==> src/rtl/fetch_pkg.sv <==
// rtl/fetch_pkg.sv - shared widths and queue entry type for the prefetch unit
package fetch_pkg;
   localparam int INSTR_W = 32;
   localparam int PC_W    = 64;
   localparam logic [PC_W-1:0] PC_INCR = 64'd4;

   typedef struct packed {
      logic [PC_W-1:0]    pc;
      logic [INSTR_W-1:0] instr;
   } fetch_entry_t;
endpackage

==> src/rtl/prefetch_fifo.sv <==
// rtl/prefetch_fifo.sv - circular FIFO of fetch entries with flush
module prefetch_fifo
   import fetch_pkg::*;
#(
   parameter int DEPTH = 4
) (
   input  logic                   clk,
   input  logic                   reset,
   input  logic                   push,
   input  logic                   pop,
   input  logic                   flush,
   input  fetch_entry_t           push_data,
   output logic [$clog2(DEPTH):0] count,
   output fetch_entry_t           head
);
   localparam int AW = $clog2(DEPTH);
   localparam int CW = AW + 1;
   localparam logic [CW-1:0] FULL_CNT = CW'(DEPTH);

   fetch_entry_t mem [DEPTH];
   logic [AW-1:0] rd_ptr;
   logic [AW-1:0] wr_ptr;
   logic          do_push;
   logic          do_pop;

   // Flush wins over both push and pop; a push while full is only legal alongside a pop.
   assign do_pop  = pop && !flush && (count != '0);
   assign do_push = push && !flush && ((count != FULL_CNT) || do_pop);
   assign head    = mem[rd_ptr];

   always_ff @(posedge clk) begin
      if (reset || flush) begin
         rd_ptr <= '0;
         wr_ptr <= '0;
         count  <= '0;
      end else begin
         if (do_push) wr_ptr <= wr_ptr + AW'(1);
         if (do_pop)  rd_ptr <= rd_ptr + AW'(1);
         case ({do_push, do_pop})
            2'b10:   count <= count + CW'(1);
            2'b01:   count <= count - CW'(1);
            default: count <= count;
         endcase
      end
   end

   always_ff @(posedge clk) begin
      if (do_push) mem[wr_ptr] <= push_data;
   end
endmodule

==> src/rtl/fetch_prefetch_unit.sv <==
// rtl/fetch_prefetch_unit.sv - credit-limited instruction prefetch queue with redirect flush
module fetch_prefetch_unit
   import fetch_pkg::*;
#(
   parameter int              DEPTH    = 4,
   parameter logic [PC_W-1:0] RESET_PC = 64'h0
) (
   input  logic               clk,
   input  logic               reset,
   input  logic               redirect,
   input  logic [PC_W-1:0]    redirect_pc,
   input  logic               deq,
   output logic               valid_out,
   output logic [PC_W-1:0]    pc_out,
   output logic [INSTR_W-1:0] instr_out,
   output logic               imem_req_valid,
   input  logic               imem_req_ready,
   output logic [PC_W-1:0]    imem_req_addr,
   input  logic               imem_resp_valid,
   input  logic [INSTR_W-1:0] imem_resp_data
);
   localparam int CW = $clog2(DEPTH) + 1;

   logic [PC_W-1:0] fetch_pc;
   logic [PC_W-1:0] resp_pc;
   logic [CW-1:0]   in_flight;
   logic [CW-1:0]   in_flight_next;
   logic [CW-1:0]   drop_cnt;
   logic [CW-1:0]   count;
   logic [CW:0]     credit_used;
   logic            req_fire;
   logic            resp_ok;
   logic            push;
   logic            pop;
   fetch_entry_t    head;
   fetch_entry_t    push_data;

   // Credits cover queued entries plus outstanding requests, so every response has a slot.
   assign credit_used    = {1'b0, count} + {1'b0, in_flight};
   assign imem_req_valid = credit_used < (CW + 1)'(DEPTH);
   assign imem_req_addr  = fetch_pc;
   assign req_fire       = imem_req_valid && imem_req_ready;

   assign resp_ok        = imem_resp_valid && (in_flight != '0);
   assign in_flight_next = in_flight + CW'(req_fire) - CW'(resp_ok);
   assign push           = resp_ok && (drop_cnt == '0) && !redirect;
   assign pop            = deq && !redirect;
   assign push_data      = '{pc: resp_pc, instr: imem_resp_data};

   prefetch_fifo #(.DEPTH(DEPTH)) u_fifo (
      .clk       (clk),
      .reset     (reset),
      .push      (push),
      .pop       (pop),
      .flush     (redirect),
      .push_data (push_data),
      .count     (count),
      .head      (head)
   );

   always_ff @(posedge clk) begin
      if (reset) begin
         fetch_pc  <= RESET_PC;
         resp_pc   <= RESET_PC;
         in_flight <= '0;
         drop_cnt  <= '0;
      end else begin
         in_flight <= in_flight_next;
         if (redirect) begin
            // Everything still outstanding, including a request firing now, is old-path.
            fetch_pc <= redirect_pc;
            resp_pc  <= redirect_pc;
            drop_cnt <= in_flight_next;
         end else begin
            if (req_fire) fetch_pc <= fetch_pc + PC_INCR;
            if (push)     resp_pc  <= resp_pc + PC_INCR;
            if (resp_ok && (drop_cnt != '0)) drop_cnt <= drop_cnt - CW'(1);
         end
      end
   end

   assign valid_out = (count != '0);
   assign pc_out    = valid_out ? head.pc    : '0;
   assign instr_out = valid_out ? head.instr : '0;
endmodule

==> config.mk <==
export PLATFORM = sky130hd
export DESIGN_NAME = fetch_prefetch_unit
export DESIGN_NICKNAME = d
export VERILOG_FILES = /design/src/rtl/fetch_pkg.sv /design/src/rtl/prefetch_fifo.sv /design/src/rtl/fetch_prefetch_unit.sv
export SDC_FILE = /design/constraint.sdc
export NUM_CORES = 1
export LEC_CHECK = 0
export ABC_AREA = 1
export ABC_CLOCK_PERIOD_IN_PS = 14200
export BUFFER_PORTS_ARGS = -buffer_cell sky130_fd_sc_hd__buf_4
export CAP_MARGIN = 15
export CORE_MARGIN = 2
export CORE_UTILIZATION = 45
export DETAILED_ROUTE_END_ITERATION = 10
export GPL_ROUTABILITY_DRIVEN = 1
export SLEW_MARGIN = 20
export SYNTH_ARGS = -nofsm -noshare
export SYNTH_HDL_FRONTEND = slang
export SYNTH_SLANG_ARGS = --single-unit
==> constraint.sdc <==
create_clock -name clk -period 14.2 [get_ports clk]
set_clock_uncertainty 0.05 [all_clocks]
set_input_delay 2.84 -clock clk [delete_from_list [all_inputs] [get_ports clk]]
set_output_delay 2.84 -clock clk [all_outputs]
set_load 0.05 [all_outputs]
; Word-level counts from Yosys, hierarchy flattened
; Memory sizes are Yosys's and may differ from the RTL's. A register that Yosys moved wholly into a read port is not among the register bits.
; Index checks and enable logic that the tools add are counted.
[totals]
regBits = 141
ram_bits = 384
inputBits = 102
output_inout_bits = 162
wordCells = 56
n_memories = 1
[memory_table]
columns = name, depth, width, read_ports, rd_clocked_by_memory_dff, wr, line
row1 = u_fifo.mem, 4, 96, 1, 1, 1, prefetch_fifo.sv:20  ; fetch_entry_t mem [DEPTH];
[classes]
add_sub_neg = 10
order_cmp = 1
eq_ne = 3
mux = 13
n_reduce_logical = 21
[ops]
columns = cell, count
row1 = $mux W64, 5
row2 = $add A64 B3 Y64 const B, 2
row3 = $mux W32, 1
row4 = $logic_and A1 B1 Y1, 10
row5 = $reduce_bool A3 Y1, 3
row6 = $reduce_bool A2 Y1, 4
row7 = $mux W3, 2
row8 = $pmux W3 S2, 1
row9 = $sub A3 B1 Y3 const B, 2
row10 = $add A2 B1 Y2 const B, 2
row11 = $add A3 B3 Y4, 1
row12 = $lt A4 B3 Y1 const B, 1
row13 = $mux W2, 2
row14 = $add A3 B1 Y3, 1
row15 = $add A3 B1 Y3 const B, 1
row16 = $logic_not A3 Y1, 1
row17 = $ne A3 B3 Y1 const B, 1
row18 = $sub A3 B1 Y3, 1
row19 = $eq A2 B1 Y1 const B, 1
row20 = $eq A2 B2 Y1 const B, 1
row21 = $logic_or A1 B1 Y1, 2
row22 = $mux W1, 2
row23 = $logic_not A1 Y1, 1

; Depth between registers and ports, before layout
; Gate-level depths: netlist of run 1.
[logic_depth]
ltp_word = 8
depth_mapped = 13
mapped_depth_nobuf = 13

; By module
; From an unflattened synthesis of run 1, not the netlist that was laid out.
[unflattened]
cells_unflattened = 2852
area_unflattened_um2 = 25174.1
[by_module_without_submodules]
columns = module, instances, cells_each, area_per_inst_um2, seq_area_each_um2
row1 = prefetch_fifo, 1, 999, 14779.2, 11711.2
row2 = fetch_prefetch_unit, 1, 1853, 10395.0, 2682.6

; Worst setup path after synthesis of run 1
; No wires, ideal clock.
[synth_path]
kind = input-to-reg
startpoint = input imem_resp_valid
endpoint = memory u_fifo.mem[0][0] in the netlist's numbering, enable pin
setup_time_ps = 552
arrival_time_ps = 7448
required_ps = 13598
setup_slack_ps = 6150
cell_stages = 6
path_buffers = 0
path_cell_list = nand2_1 -> inv_2 -> nand3_1 -> nor2_1 -> inv_1 -> nor2_1
[synth_between]
elab_chain_len = 7
[synth_lines]
columns = item, line
row1 = from (decl), fetch_prefetch_unit.sv:19  ; input logic imem_resp_valid,
row2 = $logic_and A1 B1 Y1, fetch_prefetch_unit.sv:44  ; assign resp_ok = imem_resp_valid && (in_flight != '0);
row3 = $logic_and A1 B1 Y1 (2 in series), fetch_prefetch_unit.sv:46  ; assign push = resp_ok && (drop_cnt == '0) && !redirect;
row4 = $logic_and A1 B1 Y1 (2 in series), prefetch_fifo.sv:28  ; assign do_push = push && !flush && ((count != FULL_CNT) || do_pop);
row5 = $mux W1, prefetch_fifo.sv:48  ; if (do_push) mem[wr_ptr] <= push_data;
row6 = $mux W1 (not written as such), prefetch_fifo.sv:48
row7 = to (decl), prefetch_fifo.sv:20
; No other way between the ends.

==> flow_metrics.env, run 1 <==
export IMPL_fin_area_sq_um=29300
export IMPL_drv_cap=0
export IMPL_antenna_cells=0
export IMPL_finalSetupTns_ns=0
export IMPL_yosysTopAreaCellShare=0.465
export IMPL_drt_pass1_iterations=8
export IMPL_postCtsSetupBuffers=0
export IMPL_max_clock_freq_mhz=148
export IMPL_cts_buffers=55
export IMPL_synth_cell_type_count=43
export IMPL_avgViaCountPerCell=5.42
export IMPL_core_sq_um=54800
export IMPL_nFillCells=4994
export IMPL_hold_viol=0
export IMPL_avgSynthCellArea_sq_um=8.76
export IMPL_hold_buffers=0
export IMPL_synth_area_leaders="edfxtp_1 46%, dfxtp_1 12%, nor2_1 9.6%"
export IMPL_fin_nets=3167
export IMPL_path_clk_slew_ns=0.05
export IMPL_hold_path_class="reg -> reg"
export IMPL_hpwl_um=54000
export IMPL_cts_tree="done"
export IMPL_drc_errors=0
export IMPL_tightest_slew_ns=1.07
export IMPL_dp_cells=3697
export IMPL_dieArea_sq_um=57000
export IMPL_status="finished, final reports clean"
export IMPL_finalSetupViolCount=0
export IMPL_synth_seq_cells=527
export IMPL_vias=20599
export IMPL_worstSetupPathType="reg -> out"
export IMPL_final_cells=3801
export IMPL_synth_edff_count=384
export IMPL_synth_top_cells_by_count="637 x nor2_1, 487 x nand2_1, 384 x edfxtp_1"
export IMPL_synthMuxAreaShare=0
export IMPL_worstSetupStartpointType="flip-flop"
export IMPL_yosys_area_share_simple=0.226
export IMPL_synth_fa_ha_area_frac=0.00766
export IMPL_clock_sinks=527
export IMPL_min_delay_path_depth=2
export IMPL_worst_r2r_path_depth=9
export IMPL_syn_to_final_growth_pct=17.9
export IMPL_portBuffers=263
export IMPL_fp_dieW_um=239
export IMPL_antenna_found_initial=0
export IMPL_track_usage=0.276
export IMPL_max_slew_margin=0.284
export IMPL_rsz0062_at_grt="no"
export IMPL_root_buffer="clkbuf_16"
export IMPL_grt_remaining_overflow=0
export IMPL_period_minus_slack_ns=6.74
export IMPL_synthCells=2832
export IMPL_clockBufferDepth=3
export IMPL_path_max_fanout=75
export IMPL_ir_drop_mv=0.0953
export IMPL_regToRegSetupSlack_ns=10.26
export IMPL_start_util=0.453
export IMPL_synth_nets=2948
export IMPL_die_h_um=239
export IMPL_synth_most_common_cell="nor2_1"
export IMPL_end_kind="output port"
export IMPL_cts_resized=0
export IMPL_synth_compound_area_frac=0.118
export IMPL_drive_gt1_frac=0.147
export IMPL_wl_um=79800
export IMPL_grt_pass1_vias=19707
export IMPL_r2r_start="drop_cnt[1]"
export IMPL_yosysWarnings=0
export IMPL_ys_flop_type="edfxtp_1"
export IMPL_grt_pass1_wl_um=119000
export IMPL_r2r_end="u_fifo.mem[0][40]"
export IMPL_async_reset_ff_frac=0
export IMPL_pin_count=264
export IMPL_power_per_cell_area_nw_per_um2=132
export IMPL_yosysSeqAreaShare=0.580
export IMPL_drtAntennaViolNets=0
export IMPL_finalCritPeriodShare=0.475
export IMPL_synth_top_family_by_area="simple AND/OR/NAND/NOR gates"
export IMPL_slew_violations=0
export IMPL_wl_per_cell_um=21.0
export IMPL_rows=86
export IMPL_critPathRequiredTime_ns=11.31
export IMPL_synth_xor_area_share=0.0162
export IMPL_htree_levels=2
export IMPL_synth_top_cell_by_area="edfxtp_1"
export IMPL_grt_max_degree=116
export IMPL_power_leakage_nw=10.7
export IMPL_worstHoldStart="u_fifo.rd_ptr[1]"
export IMPL_synth_area_sq_um=24800
export IMPL_drtIter0Drc=1676
export IMPL_worstPathArrival_ns=3.85
export IMPL_placed_area_sq_um=27400
export IMPL_gp_congestion=1.02
export IMPL_clkLatencyLatePin_ns=0.62
-- worst max path at each step --
stage                               start                 to  slack [ns]  cells after the start
after global routing            flip-flop         pc_out[17]        7.12                      7
after detailed placement         redirect  u_fifo.mem[0][32]        7.19                      7
after CTS                       flip-flop         pc_out[18]        7.35                      7
after global placement           redirect  u_fifo.mem[0][33]        7.24                      7
after floorplan           imem_resp_valid   u_fifo.mem[0][0]        6.15                      6
final                           flip-flop         pc_out[18]        7.46                      7
-- registers in the layout, summed over array words and instances (netlist names), named ones only --
signal / count
resp_pc: 64
in_flight: 3
u_fifo.count: 3
drop_cnt: 3
u_fifo.rd_ptr: 2
imem_req_addr: 64
u_fifo.mem: 384
u_fifo.wr_ptr: 2
-- cells in the final DEF (no fill, tap or decap), types with 6 or more instances in the layout --
cell type / instances
clkinv_2: 12
nand4_1: 19
nor2_4: 22
nor3_1: 11
nand3_1: 101
o21ai_1: 29
nand2_1: 486
nor3_2: 6
o21bai_1: 6
clkbuf_1: 15
a31oi_1: 28
bufinv_16: 8
nand3b_1: 6
inv_2: 9
ha_1: 12
buf_4: 278
edfxtp_1: 384
o21ai_0: 285
clkbuf_16: 55
nor2_1: 631
dfxtp_1: 141
nor2_2: 15
a21oi_1: 210
inv_1: 206
nand2_2: 20
xor2_1: 44
-- metal layers --
layer  track usage  part of all wire  vias up
li1              -                 -     9907
met1         0.384              0.44     9876
met2         0.443              0.46      667
met3        0.0326             0.052      149
met4         0.112             0.041        0
met5             0                 0        -
-- stage by stage --
| stage | power [mW] | util | worst slack (ns) | hold slack, ns |
|---|---|---|---|---|
| 6_report | 3.86 | 0.534 | 7.46 | 0.424 |
| 5_1_grt | 4.00 | 0.534 | 7.12 | 0.445 |
| 4_1_cts | 3.89 | 0.534 | 7.35 | 0.424 |
| 3_5_place_dp | 2.39 | 0.499 | 7.19 | 0.412 |
| 3_3_place_gp | 2.38 | 0.499 | 7.24 | 0.389 |
| 2_1_floorplan | 2.18 | - | 6.15 | 0.386 |
-- cell families after synthesis --
logic type | count (synthesis)
simple gates | 1340
compound gates | 569
flops | 527
buf+inv | 336
xor+xnor | 46
fa+ha+maj | 14
-- power breakdown --
| group | leakage (nW) | internal, mW | switching (mW) |
|---|---|---|---|
| combinational | 5.08 | 0.149 | 0.389 |
| sequential | 4.69 | 1.73 | 0.0861 |
| clock | 0.917 | 0.886 | 0.620 |
| total | 10.7 | 2.77 | 1.10 |
-- worst max-delay path, stage by stage, from the launching register on --
cell and delay (ns):
dfxtp_4 0.71, buf_4 0.73, buf_4 0.78, nor2_1 0.11, nor2_1 0.11, o21ai_0 0.10
a21oi_1 0.37, buf_4 0.28
-- layout make-up --
class,instances,area (sq um),share of cell area
timing repair buffer,279,2100,0.0717
inverter,219,826,0.0282
sequential,527,14400,0.492
clock buffer,74,1490,0.0508
clock inverter,29,407,0.0139
multi-input combinational,1969,9160,0.313
tap,704,881,0.0301
(Power assumes the default switching activity.)
==> run 2, diff against run 1 <==
- ABC_CLOCK_PERIOD_IN_PS: 14200 -> 6290
- clock period: 14.2 -> 6.29 ns (I/O delays scaled with it)
==> run 2 against run 1 <==
Worst hold slack better by 0.0038 ns; total power increased by 120%; non-clock buffer count is 6 higher; largest power group unchanged.
==> flow_metrics.env, run 2 (same netlist as run 1, synthesis figures left out) <==
export IMPL_wl_per_cell_um=20.7
export IMPL_cts_tree="done"
export IMPL_path_clk_slew_ns=0.07
export IMPL_worstSetupStartpointType="flip-flop"
export IMPL_rows=86
export IMPL_grt_pass1_vias=19744
export IMPL_dp_cells=3704
export IMPL_regMostFlops="u_fifo.mem"
export IMPL_end_kind="output port"
export IMPL_wl_um=79000
export IMPL_antenna_cells=0
export IMPL_clockBufferDepth=3
export IMPL_track_usage=0.273
export IMPL_grt_pass1_wl_um=118000
export IMPL_core_sq_um=54800
export IMPL_grt_max_degree=103
export IMPL_drive_gt1_frac=0.148
export IMPL_pin_count=264
export IMPL_r2r_end="u_fifo.mem[1][94]"
export IMPL_crit_buf_inv=3
export IMPL_crit_family="buffers and inverters"
export IMPL_final_common_cell="nor2_1"
export IMPL_htree_levels=2
export IMPL_drt_pass1_iterations=7
export IMPL_power_leakage_nw=10.7
export IMPL_vias=20800
export IMPL_postCtsSetupBuffers=0
export IMPL_hpwl_um=53900
export IMPL_avgViaCountPerCell=5.46
export IMPL_ir_drop_mv=0.209
export IMPL_drtIter0Drc=1751
export IMPL_drv_cap=0
export IMPL_cts_resized=0
export IMPL_cts_buffers=56
export IMPL_finalSetupTns_ns=0
export IMPL_antenna_found_initial=0
export IMPL_crit_chain="inv_4 > buf_12 > o21ai_0 > a21oi_1 > buf_4"
export IMPL_status="finished, final reports clean"
export IMPL_seq_area_sq_um=14400
export IMPL_worst_r2r_path_depth=9
export IMPL_fin_nets=3174
export IMPL_r2r_start="drop_cnt[0]"
export IMPL_path_depth=5
export IMPL_rsz0062_at_grt="no"
export IMPL_tightest_slew_ns=1.06
export IMPL_hold_buffers=0
export IMPL_max_stage_delay_ns=0.68
export IMPL_nFillCells=5008
export IMPL_crit_end="pc_out[24]"
export IMPL_cpMaxStageDelayCell="inv_4"
export IMPL_drtAntennaViolNets=0
export IMPL_critPathRequiredTime_ns=4.98
export IMPL_final_cells=3808
export IMPL_finalCritPeriodShare=0.701
export IMPL_dieArea_sq_um=57000
export IMPL_multi_input_area_sq_um=9170
export IMPL_slew_violations=0
export IMPL_start_util=0.453
export IMPL_die_h_um=239
export IMPL_power_per_cell_area_nw_per_um2=294
export IMPL_syn_to_final_growth_pct=18.1
export IMPL_clkLatencyLatePin_ns=0.63
export IMPL_regToRegSetupSlack_ns=2.93
export IMPL_portBuffers=263
export IMPL_grt_remaining_overflow=0
export IMPL_finalSetupViolCount=0
export IMPL_hold_path_class="reg -> reg"
export IMPL_period_minus_slack_ns=4.41
export IMPL_final_cell_mix="631 x nor2_1, 487 x nand2_1, 384 x edfxtp_1"
export IMPL_path_max_fanout=102
export IMPL_gp_congestion=1.01
export IMPL_clock_sinks=527
export IMPL_fp_dieW_um=239
export IMPL_worstSetupPathType="reg -> out"
export IMPL_largest_reg_flops=384
export IMPL_max_clock_freq_mhz=227
export IMPL_drc_errors=0
export IMPL_max_slew_margin=0.295
export IMPL_hold_viol=0
export IMPL_root_buffer="clkbuf_16"
export IMPL_worstPathArrival_ns=3.10
-- run 2: cell count changes in the layout (fill, tap and decap cells not counted), sizes merged --
cell / previous run / this run
buf: 279 / 285
bufinv: 8 / 4
clkbuf: 74 / 69
clkinv: 21 / 27
clkinvlp: 3 / 4
inv: 216 / 219
-- run 2: through the flow --
stage	hold slack (ns)	cell area, sq um	utilization	total power, mW	setup slack (ns)
2_1_floorplan	0.386	24800	-	4.91	-0.178
3_3_place_gp	0.399	27500	0.501	5.37	1.77
3_5_place_dp	0.412	27500	0.501	5.39	1.73
4_1_cts	0.424	29300	0.535	8.68	1.87
5_1_grt	0.449	29300	0.535	8.93	1.68
6_report	0.428	29300	0.535	8.63	1.88
-- run 2: report_power, final --
part / internal, mW / switching, mW
sequential: 3.91 / 0.194
clock: 1.86 / 1.44
combinational: 0.343 / 0.876
-- run 2: worst min path at each step --
stage                     start                to  slack (ns)  depth (start not counted)
6_report       u_fifo.rd_ptr[0]         flip-flop        0.43                          1
5_1_grt        u_fifo.rd_ptr[0]         flip-flop        0.45                          1
4_1_cts        u_fifo.rd_ptr[0]         flip-flop        0.42                          1
3_5_place_dp   u_fifo.rd_ptr[0]         flip-flop        0.41                          1
3_3_place_gp   imem_req_addr[1]  imem_req_addr[1]        0.40                          2
2_1_floorplan  u_fifo.rd_ptr[1]         flip-flop        0.39                          2
-- run 2: worst reg2reg max path, stage by stage (launching register included) --
cell     delay (ns)
dfxtp_1        0.31
inv_1          0.07
ha_1           0.14
inv_1          0.04
nor2_1         0.20
nand3_1        0.28
nor2_1         0.35
inv_1          0.30
nor2_4         0.78
buf_4          0.47
-- run 2: layout make-up --
| class | instances | share of cell area |
|---|---|---|
| Sequential cell | 527 | 0.491 |
| Tap cell | 704 | 0.0301 |
| Clock inverter | 35 | 0.0121 |
| Inverter | 219 | 0.0282 |
| Multi-Input combinational cell | 1969 | 0.313 |
| Clock buffer | 69 | 0.0508 |
| Timing Repair Buffer | 285 | 0.0748 |
-- run 2: metal layers --
layer	GRT usage	vias to the layer above	part of all wire
met5	0	-	0
met4	0.119	0	0.044
met3	0.0355	165	0.057
met2	0.438	745	0.46
met1	0.372	9981	0.44
li1	-	9909	-
